`config.mk`:
```
export PLATFORM = sky130hd
export DESIGN_NAME = car_motion
export DESIGN_NICKNAME = d
export VERILOG_FILES = /design/src/rtl/car_pkg.sv /design/src/rtl/car_axis.sv /design/src/rtl/car_motion.sv
export SDC_FILE = /design/constraint.sdc
export NUM_CORES = 1
export LEC_CHECK = 0
export CORE_MARGIN = 1.5
export CORE_UTILIZATION = 45
export CTS_BUF_LIST = sky130_fd_sc_hd__clkbuf_4 sky130_fd_sc_hd__clkbuf_8 sky130_fd_sc_hd__clkbuf_16
export CTS_CLUSTER_DIAMETER = 80
export DETAILED_ROUTE_END_ITERATION = 8
export PLACE_DENSITY = 0.66
export REMOVE_ABC_BUFFERS = 1
export SLEW_MARGIN = 20
export SYNTH_ARGS = -nofsm -noshare
export SYNTH_HDL_FRONTEND = slang
export SYNTH_SLANG_ARGS = --single-unit
```
`constraint.sdc`:
```
create_clock -name pclk -period 7.7 [get_ports pclk]
set_input_delay 0.77 -clock pclk [delete_from_list [all_inputs] [get_ports pclk]]
set_output_delay 0.77 -clock pclk [all_outputs]
set_load 0.02 [all_outputs]
```
`src/rtl/car_pkg.sv`:
```
// car_pkg: shared key indices, wall modes and FSM encoding for the car motion slice.
package car_pkg;
    localparam int KEY_UP    = 0;
    localparam int KEY_DOWN  = 1;
    localparam int KEY_LEFT  = 2;
    localparam int KEY_RIGHT = 3;
    localparam int WALL_STOP   = 0;
    localparam int WALL_BOUNCE = 1;
    localparam logic [1:0] IDLE  = 2'd0;
    localparam logic [1:0] SPEED = 2'd1;
    localparam logic [1:0] POS   = 2'd2;
endpackage

```
`src/rtl/car_axis.sv`:
```
// car_axis: one axis of car physics, speed accel/friction/saturate then position clip and wall response.
module car_axis
    import car_pkg::*;
#(
    parameter int MAX       = 960,
    parameter int START     = 480,
    parameter int POS_W     = 11,
    parameter int SPD_W     = 8,
    parameter int ACCEL     = 1,
    parameter int FRICTION  = 1,
    parameter int SPEED_MAX = 10,
    parameter int WALL_MODE = WALL_STOP
) (
    input  logic                    pclk,
    input  logic                    rst,
    input  logic                    neg_key,
    input  logic                    pos_key,
    input  logic                    spd_en,
    input  logic                    pos_en,
    output logic [POS_W-1:0]        pos,
    output logic signed [SPD_W-1:0] speed,
    output logic                    clip
);
    localparam int SW = SPD_W + 2;
    localparam int PW = POS_W + 2;
    localparam logic signed [SW-1:0] A  = SW'(ACCEL);
    localparam logic signed [SW-1:0] F  = SW'(FRICTION);
    localparam logic signed [SW-1:0] M  = SW'(SPEED_MAX);
    localparam logic signed [PW-1:0] MX = PW'(MAX);
    logic signed [SW-1:0] s, mag, fr, sum, sat;
    logic signed [PW-1:0] nxt;
    logic lo, hi;
    // Two guard bits keep accel/friction from wrapping before saturation.
    always_comb begin
        s   = {{2{speed[SPD_W-1]}}, speed};
        mag = s < 0 ? -s : s;
        fr  = mag <= F ? '0 : s > 0 ? s - F : s + F;
        sum = neg_key == pos_key ? fr : pos_key ? s + A : s - A;
        sat = sum > M ? M : sum < -M ? -M : sum;
        nxt = $signed({2'b00, pos}) + $signed({{(PW-SPD_W){speed[SPD_W-1]}}, speed});
        lo  = nxt < 0;
        hi  = nxt > MX;
    end
    assign clip = lo | hi;
    always_ff @(posedge pclk) begin
        if (rst) begin
            pos   <= POS_W'(START);
            speed <= '0;
        end else if (spd_en) begin
            speed <= sat[SPD_W-1:0];
        end else if (pos_en) begin
            pos <= lo ? '0 : hi ? POS_W'(MAX) : nxt[POS_W-1:0];
            if (clip) speed <= WALL_MODE == WALL_BOUNCE ? -speed : '0;
        end
    end
endmodule

```
`src/rtl/car_motion.sv`:
```
// car_motion: frame-divided physics tick driving two car_axis instances through IDLE -> SPEED -> POS.
module car_motion
    import car_pkg::*;
#(
    parameter int SCREEN_W    = 1024,
    parameter int SCREEN_H    = 768,
    parameter int CAR_W       = 64,
    parameter int CAR_H       = 64,
    parameter int X_START     = 480,
    parameter int Y_START     = 352,
    parameter int POS_W       = 11,
    parameter int SPD_W       = 8,
    parameter int SPEED_MAX   = 10,
    parameter int ACCEL       = 1,
    parameter int FRICTION    = 1,
    parameter int TICK_FRAMES = 1,
    parameter int WALL_MODE   = WALL_STOP
) (
    input  logic                    pclk,
    input  logic                    rst,
    input  logic                    frame_ended,
    input  logic [3:0]              key,
    output logic [POS_W-1:0]        xpos,
    output logic [POS_W-1:0]        ypos,
    output logic signed [SPD_W-1:0] xspeed,
    output logic signed [SPD_W-1:0] yspeed,
    output logic                    hit_wall,
    output logic                    update_done
);
    localparam int CW = TICK_FRAMES > 1 ? $clog2(TICK_FRAMES) : 1;
    logic [1:0] state;
    logic [CW-1:0] cnt;
    logic [3:0] kq;
    logic tick, cx, cy;
    assign tick = frame_ended && cnt == CW'(TICK_FRAMES - 1);
    // The divider keeps counting even when a tick is dropped because an update is in flight.
    always_ff @(posedge pclk) begin
        if (rst) begin
            state       <= IDLE;
            cnt         <= '0;
            kq          <= '0;
            hit_wall    <= 1'b0;
            update_done <= 1'b0;
        end else begin
            if (frame_ended) cnt <= tick ? '0 : cnt + CW'(1);
            state <= state == IDLE ? (tick ? SPEED : IDLE) : state == SPEED ? POS : IDLE;
            if (state == IDLE && tick) kq <= key;
            hit_wall    <= state == POS && (cx || cy);
            update_done <= state == POS;
        end
    end
    car_axis #(
        .MAX(SCREEN_W - CAR_W), .START(X_START), .POS_W(POS_W), .SPD_W(SPD_W), .ACCEL(ACCEL),
        .FRICTION(FRICTION), .SPEED_MAX(SPEED_MAX), .WALL_MODE(WALL_MODE)
    ) u_x (
        .pclk(pclk), .rst(rst), .neg_key(kq[KEY_LEFT]), .pos_key(kq[KEY_RIGHT]),
        .spd_en(state == SPEED), .pos_en(state == POS), .pos(xpos), .speed(xspeed), .clip(cx)
    );
    car_axis #(
        .MAX(SCREEN_H - CAR_H), .START(Y_START), .POS_W(POS_W), .SPD_W(SPD_W), .ACCEL(ACCEL),
        .FRICTION(FRICTION), .SPEED_MAX(SPEED_MAX), .WALL_MODE(WALL_MODE)
    ) u_y (
        .pclk(pclk), .rst(rst), .neg_key(kq[KEY_UP]), .pos_key(kq[KEY_DOWN]),
        .spd_en(state == SPEED), .pos_en(state == POS), .pos(ypos), .speed(yspeed), .clip(cy)
    );
endmodule

```
==> flow_summary.toml, run 1 <==
[status]
run_status = "completed"

[layout]
drive_above_1_share_pct = 4.73
final_util_pct = 53.2
multiInputGateArea_sq_mm = 0.00300
final_nets = 590
seq_area_sq_um = 941
syn2layout_area_growth_pct = 13.1
diodes = 0
fin_cells = 658
nFillCells = 842

[timing]
maxSlewHeadroom_pct = 38.3
finalCriticalPeriod_ps = 3700
tns_ps = 0
min_period_over_period_pct = 48.0
clock_skew_ps = 7.73
setup_viol = 0
grt_setup_unrepaired = "false"
fmax_ghz = 0.270
drv_slew = 0
hold_viol_final = 0
tightest_slew_ps = 921

[floorplanning]
rows = 34
start_util_pct = 47.1
die_h_microns = 99.2
dieArea_sq_mm = 0.00984
die_w_microns = 99.2
pin_count = 47
core_sq_mm = 0.00885

[routing]
drt-wirelength-per-cell_microns = 16.8
remaining_drc_errors = 0
dr.pass1.iters = 5
vias = 4103
drtIter0Drc = 166
via_per_inst = 6.24
wirelength_mm = 11.1
postRouteAntennaNets = 0

[yosys]
avgSynthCellArea_sq_um = 8.01
synth_enable_flop_cells = 0
synth_most_common_cell = "dfxtp_1"
yosysSeqAreaShare_pct = 22.6
ys_types = 82
synth_seq_cells = 47
yosysTopAreaCell = "dfxtp_1"
syn-cell-area_sq_mm = 0.00416
yosys-top-cells-area = "dfxtp_1, ha_1, nor2_1"
synth_top_area_share_pct = 22.6
synthTopCellsByCount = "dfxtp_1, nor2_1, a21oi_1, ha_1, o21ai_0"
syn_inst = 520
yosys_warnings = 0
async_flop_share_pct = 0
ys.flop_type = "dfxtp_1"

[grt]
antenna_found_initial = 0
grt_use_total_pct = 22.6
overflow = 0
grt_pass1_wl_mm = 18.4
first_global_vias = 3796
grt_max_degree = 34

[clocking]
cts_tree = "built"
clock_tree.root_cell = "clkbuf_8"
cts_sinks = 47
clock_latency_ps = 300
clk_pin_slew_worst_paths_ps = 90
hold_buffers = 0
post-cts-setup-buffers = 0
htreeDepth = 2
numCtsBuffers = 5
clockBufferDepth = 2
cts_resized = 0

[critical_path]
path_cells = "ha_1, a2111oi_0, o21ai_1, a41oi_1, and4b_1, a211oi_2, o31a_1, o21ai_0"
worst_r2r_path_depth = 8
rr_endpoint = "u_x.speed[5]"
end_kind = "flip-flop"
r2r_slack_ps = 4000
cp.arrival_ps = 3880
crit_path_top_delay_cell = "dfxtp_1"
crit_required_ps = 7890
critical_path_class = "reg2reg"
path_buf_inv = 0
critPathMaxFanout = 24
crit-reg2reg-launch = "u_x.speed[7]"
critPathMaxStageDelay_ps = 840
cp-start-kind = "flip-flop"
cpLargestDelayFamily = "compound AO/OA/AOI/OAI gates"

[min_path]
hold_path_depth = 1
worstHoldStart = "cnt"
min_path_type = "reg2reg"
hold_path_end = "cnt"

[placement]
dpl.hpwl_mm = 8.30
place.gp.congestion = 0.966
portBuffers = 46
dp.cells = 651

[power_and_ir_drop]
p_leak_nw = 1.91
power.density_mw_per_mm2 = 108
ir_drop_uv = 70.1

[run]
cap_violations = 0
-- worst reg2reg max path: stages, from the launching register on --
cell	delay (ps)
dfxtp_1	840
ha_1	410
a2111oi_0	480
o21ai_1	170
a41oi_1	460
and4b_1	260
a211oi_2	440
o31a_1	390
o21ai_0	140
-- how the worst max path moves through the flow --
stage / slack (ps) / start / endpoint / cells past startpoint
6_report: 4000 / u_x.speed[7] / u_x.speed[5] / 8
5_1_grt: 3750 / u_x.speed[7] / u_x.pos[3] / 8
4_1_cts: 4100 / u_x.speed[7] / u_x.pos[4] / 8
3_5_place_dp: 4130 / u_x.speed[7] / u_x.speed[5] / 8
3_3_place_gp: 4270 / u_x.speed[7] / u_x.speed[5] / 8
2_1_floorplan: 4560 / u_x.speed[7] / u_x.pos[0] / 8
-- final cells by class --
type                    instances  share of cell area (%)
clock buffers                   6                    1.75
clock inverters                 1                   0.106
inverters                      21                    1.67
multi-input cells             428                    63.7
flip-flops and latches         47                    20.0
well taps                     108                    2.87
repair buffers                 47                    9.94
-- metal layers --
layer | share of wire [%] | global-route usage [%]
met5 | 0 | 0
met4 | 1.1 | 5.09
met3 | 5.2 | 2.25
met2 | 47 | 38.5
met1 | 47 | 31.1
-- layout by cell type, fill, tap and decap left out, types with 4 or more instances in the layout --
cell             netlist  layout
a211oi_1               9       9
a21boi_0               7       7
a21o_1                12      12
a21oi_1               31      31
a22o_1                 7       7
a32o_1                 6       6
and2_1                 6       6
and3_1                 5       5
clkbuf_8               0       6
clkdlybuf4s50_1        0      46
dfxtp_1               47      47
ha_1                  31      31
inv_1                 20      20
mux2i_1               10      10
nand2_1               27      27
nand2b_1               9       9
nand3_1               13      13
nand4_1                5       5
nor2_1                45      45
nor2b_1                9       9
nor3_1                14      14
nor3b_1                6       6
nor4_1                 7       7
o211ai_1               8       8
o21a_1                 4       4
o21ai_0               29      29
o21ai_1                5       5
o221ai_1               4       4
o22ai_1                6       6
o31a_1                 4       4
o31ai_1                8       8
or3_1                  8       8
or4_1                  6       6
xnor2_1               19      19
xor2_1                 7       7
-- where the power goes --
| group | leakage [nW] | switching (mW) | internal (mW) | total (mW) |
|---|---|---|---|---|
| Clock | 0.0470 | 0.0828 | 0.0707 | 0.153 |
| Combinational | 1.49 | 0.0580 | 0.0431 | 0.101 |
| Sequential | 0.380 | 0.00738 | 0.246 | 0.254 |
-- cells by family (layout without fill, tap and decap cells) --
group	count (synthesis)	count (layout)	share of synthesized area (%)
AOI/OAI and AO/OA	179	179	30.5
xor gates and xnor gates	26	26	5.47
and+or+nand+nor	180	180	23.3
DFF	47	47	22.6
muxes	10	10	2.40
buffers and inverters	45	75	5.38
adders and majority gates	33	33	10.3
-- sequential cells by signal, indices dropped and copies added (netlist names) --
name / count
u_x.pos: 11
u_y.pos: 11
u_x.speed: 8
u_y.speed: 8
kq: 4
state: 2
cnt: 1
hit_wall: 1
update_done: 1
-- through the flow --
step	total power, mW	instance area (sq um)	setup slack [ps]	hold slack (ps)
2_1_floorplan	0.331	4020	4560	447
3_3_place_gp	0.358	4620	4270	457
3_5_place_dp	0.359	4620	4130	461
4_1_cts	0.511	4710	4100	474
5_1_grt	0.533	4710	3750	503
6_report	0.508	4710	4000	471
Power figures use the tool's default switching activity.
==> run 2: changes to the inputs <==
==> constraint.sdc (replaced) <==
create_clock -name pclk -period 3.7 [get_ports pclk]
set_input_delay 0.37 -clock pclk [delete_from_list [all_inputs] [get_ports pclk]]
set_output_delay 0.37 -clock pclk [all_outputs]
set_load 0.02 [all_outputs]
==> run 2 against run 1 <==
  * Hold slack better by 11 ps
  * Flip-flop and latch count unchanged
  * Critical path depth up 2
  * Sequential share of layout area down 0.39 points
  * First-iteration DRC count down 0.60%
  * Final area up 2.0%
  * Register-to-register slack worse by 3600 ps
  * Combinational power up 120%
  * Fmax up 13%
  * Count of clock-buffer cells in the layout down 1
  * Clock power up 120%
  * Utilization up 1.0 points
  * Largest power group unchanged
==> flow_summary.toml, run 2 (same netlist as run 1, synthesis figures left out) <==
[status]
run_status = "completed"

[critical_path]
crit_required_ps = 3950
crit_path_top_delay_cell = "o41ai_1"
path_buf_inv = 0
cp-start-kind = "flip-flop"
end_kind = "flip-flop"
crit-reg2reg-launch = "u_y.speed[0]"
rr_endpoint = "u_y.speed[2]"
critPathMaxStageDelay_ps = 450
critPathMaxFanout = 9
path_cells = "ha_1, fa_1, a211oi_1, o211ai_1, a41oi_1, xnor2_1, o221ai_1, o41ai_1, and2b_1, a221o_1"
worst_r2r_path_depth = 10
critical_path_class = "reg2reg"
cpLargestDelayFamily = "compound AO/OA/AOI/OAI gates"
r2r_slack_ps = 420
cp.arrival_ps = 3530

[min_path]
min_path_type = "reg2reg"
hold_path_depth = 1
hold_path_end = "cnt"
worstHoldStart = "cnt"

[timing]
finalCriticalPeriod_ps = 3280
clock_skew_ps = 13.8
drv_slew = 0
min_period_over_period_pct = 88.6
hold_viol_final = 0
fmax_ghz = 0.305
tightest_slew_ps = 888
grt_setup_unrepaired = "false"
maxSlewHeadroom_pct = 40.6
setup_viol = 0
tns_ps = 0

[grt]
first_global_vias = 3862
antenna_found_initial = 0
grt_max_degree = 24
grt_pass1_wl_mm = 18.5
overflow = 0
grt_use_total_pct = 22.6

[floorplanning]
rows = 34
pin_count = 47
die_h_microns = 99.2
dieArea_sq_mm = 0.00984
core_sq_mm = 0.00885
start_util_pct = 47.1
die_w_microns = 99.2

[clocking]
cts_tree = "built"
htreeDepth = 2
numCtsBuffers = 5
post-cts-setup-buffers = 0
clock_latency_ps = 310
clock_tree.root_cell = "clkbuf_8"
hold_buffers = 0
cts_resized = 0
clockBufferDepth = 2
cts_sinks = 47
clk_pin_slew_worst_paths_ps = 100

[routing]
drtIter0Drc = 165
remaining_drc_errors = 0
via_per_inst = 6.18
vias = 4143
wirelength_mm = 11.0
postRouteAntennaNets = 0
dr.pass1.iters = 4
drt-wirelength-per-cell_microns = 16.4

[layout]
layout_common_cells = "dfxtp_1, clkdlybuf4s50_1, nor2_1, a21oi_1, ha_1"
layout.cells.most_common = "dfxtp_1"
diodes = 0
syn2layout_area_growth_pct = 15.3
reg.largest.list = "u_x.pos: 11 flops, u_y.pos: 11 flops"
drive_above_1_share_pct = 6.76
final_nets = 601

[power_and_ir_drop]
ir_drop_uv = 167
p_leak_nw = 1.97
power.density_mw_per_mm2 = 226
finalPower_mw = 1.09

[run]
cap_violations = 0

[placement]
place.gp.congestion = 0.895
dpl.hpwl_mm = 8.43
portBuffers = 46
[run 2: cell types whose count changed in the layout (fill, tap and decap cells not counted), sizes merged]
| cell | before | now |
|---|---|---|
| buf | 1 | 12 |
| inv | 20 | 23 |
| clkbuf | 6 | 5 |
| clkinv | 2 | 1 |
[run 2: through the flow]
stage	area [sq um]	hold WS (ps)	setup slack, ps	cells	util, %
after floorplan	4020	439	564	496	-
after CTS	4800	487	444	670	54.3
after detailed placement	4700	473	484	662	53.2
after global placement	4700	458	575	662	53.2
final	4800	482	422	670	54.3
after global routing	4800	501	129	670	54.3
[run 2: layout make-up]
class	count	area (sq um)
fill	852	4050
clock buffer	5	68.8
clock inverter	3	28.8
timing repair buffer	58	551
inverter	21	78.8
multi-input combinational	428	3000
sequential	47	941
tap	108	135
[run 2: metal layers]
layer	track usage (%)	up-vias	share of wire [%]	wire length [microns]
met1	31.8	1968	48	5310
li1	-	2056	-	-
met4	4.23	0	1.1	116
met2	37.0	104	46	5090
met5	0	-	0	0
met3	3.58	15	4.5	492
[run 2: worst max-delay path by stage]
stage / depth (start not counted) / start / slack, ps / endpoint
after global routing: 10 / u_y.speed[0] / 130 / u_y.speed[0]
after CTS: 10 / u_y.speed[0] / 440 / u_y.speed[2]
final: 10 / u_y.speed[0] / 420 / u_y.speed[2]
after global placement: 10 / u_y.speed[0] / 580 / u_y.speed[2]
after floorplan: 8 / u_x.speed[7] / 560 / u_x.pos[0]
after detailed placement: 9 / u_x.pos[0] / 480 / u_x.speed[5]
[run 2: power breakdown]
part | internal [mW] | switching, mW | leakage [nW]
sequential | 0.513 | 0.0118 | 0.380
clock | 0.143 | 0.200 | 0.0511
combinational | 0.0932 | 0.126 | 1.54
total | 0.749 | 0.339 | 1.97
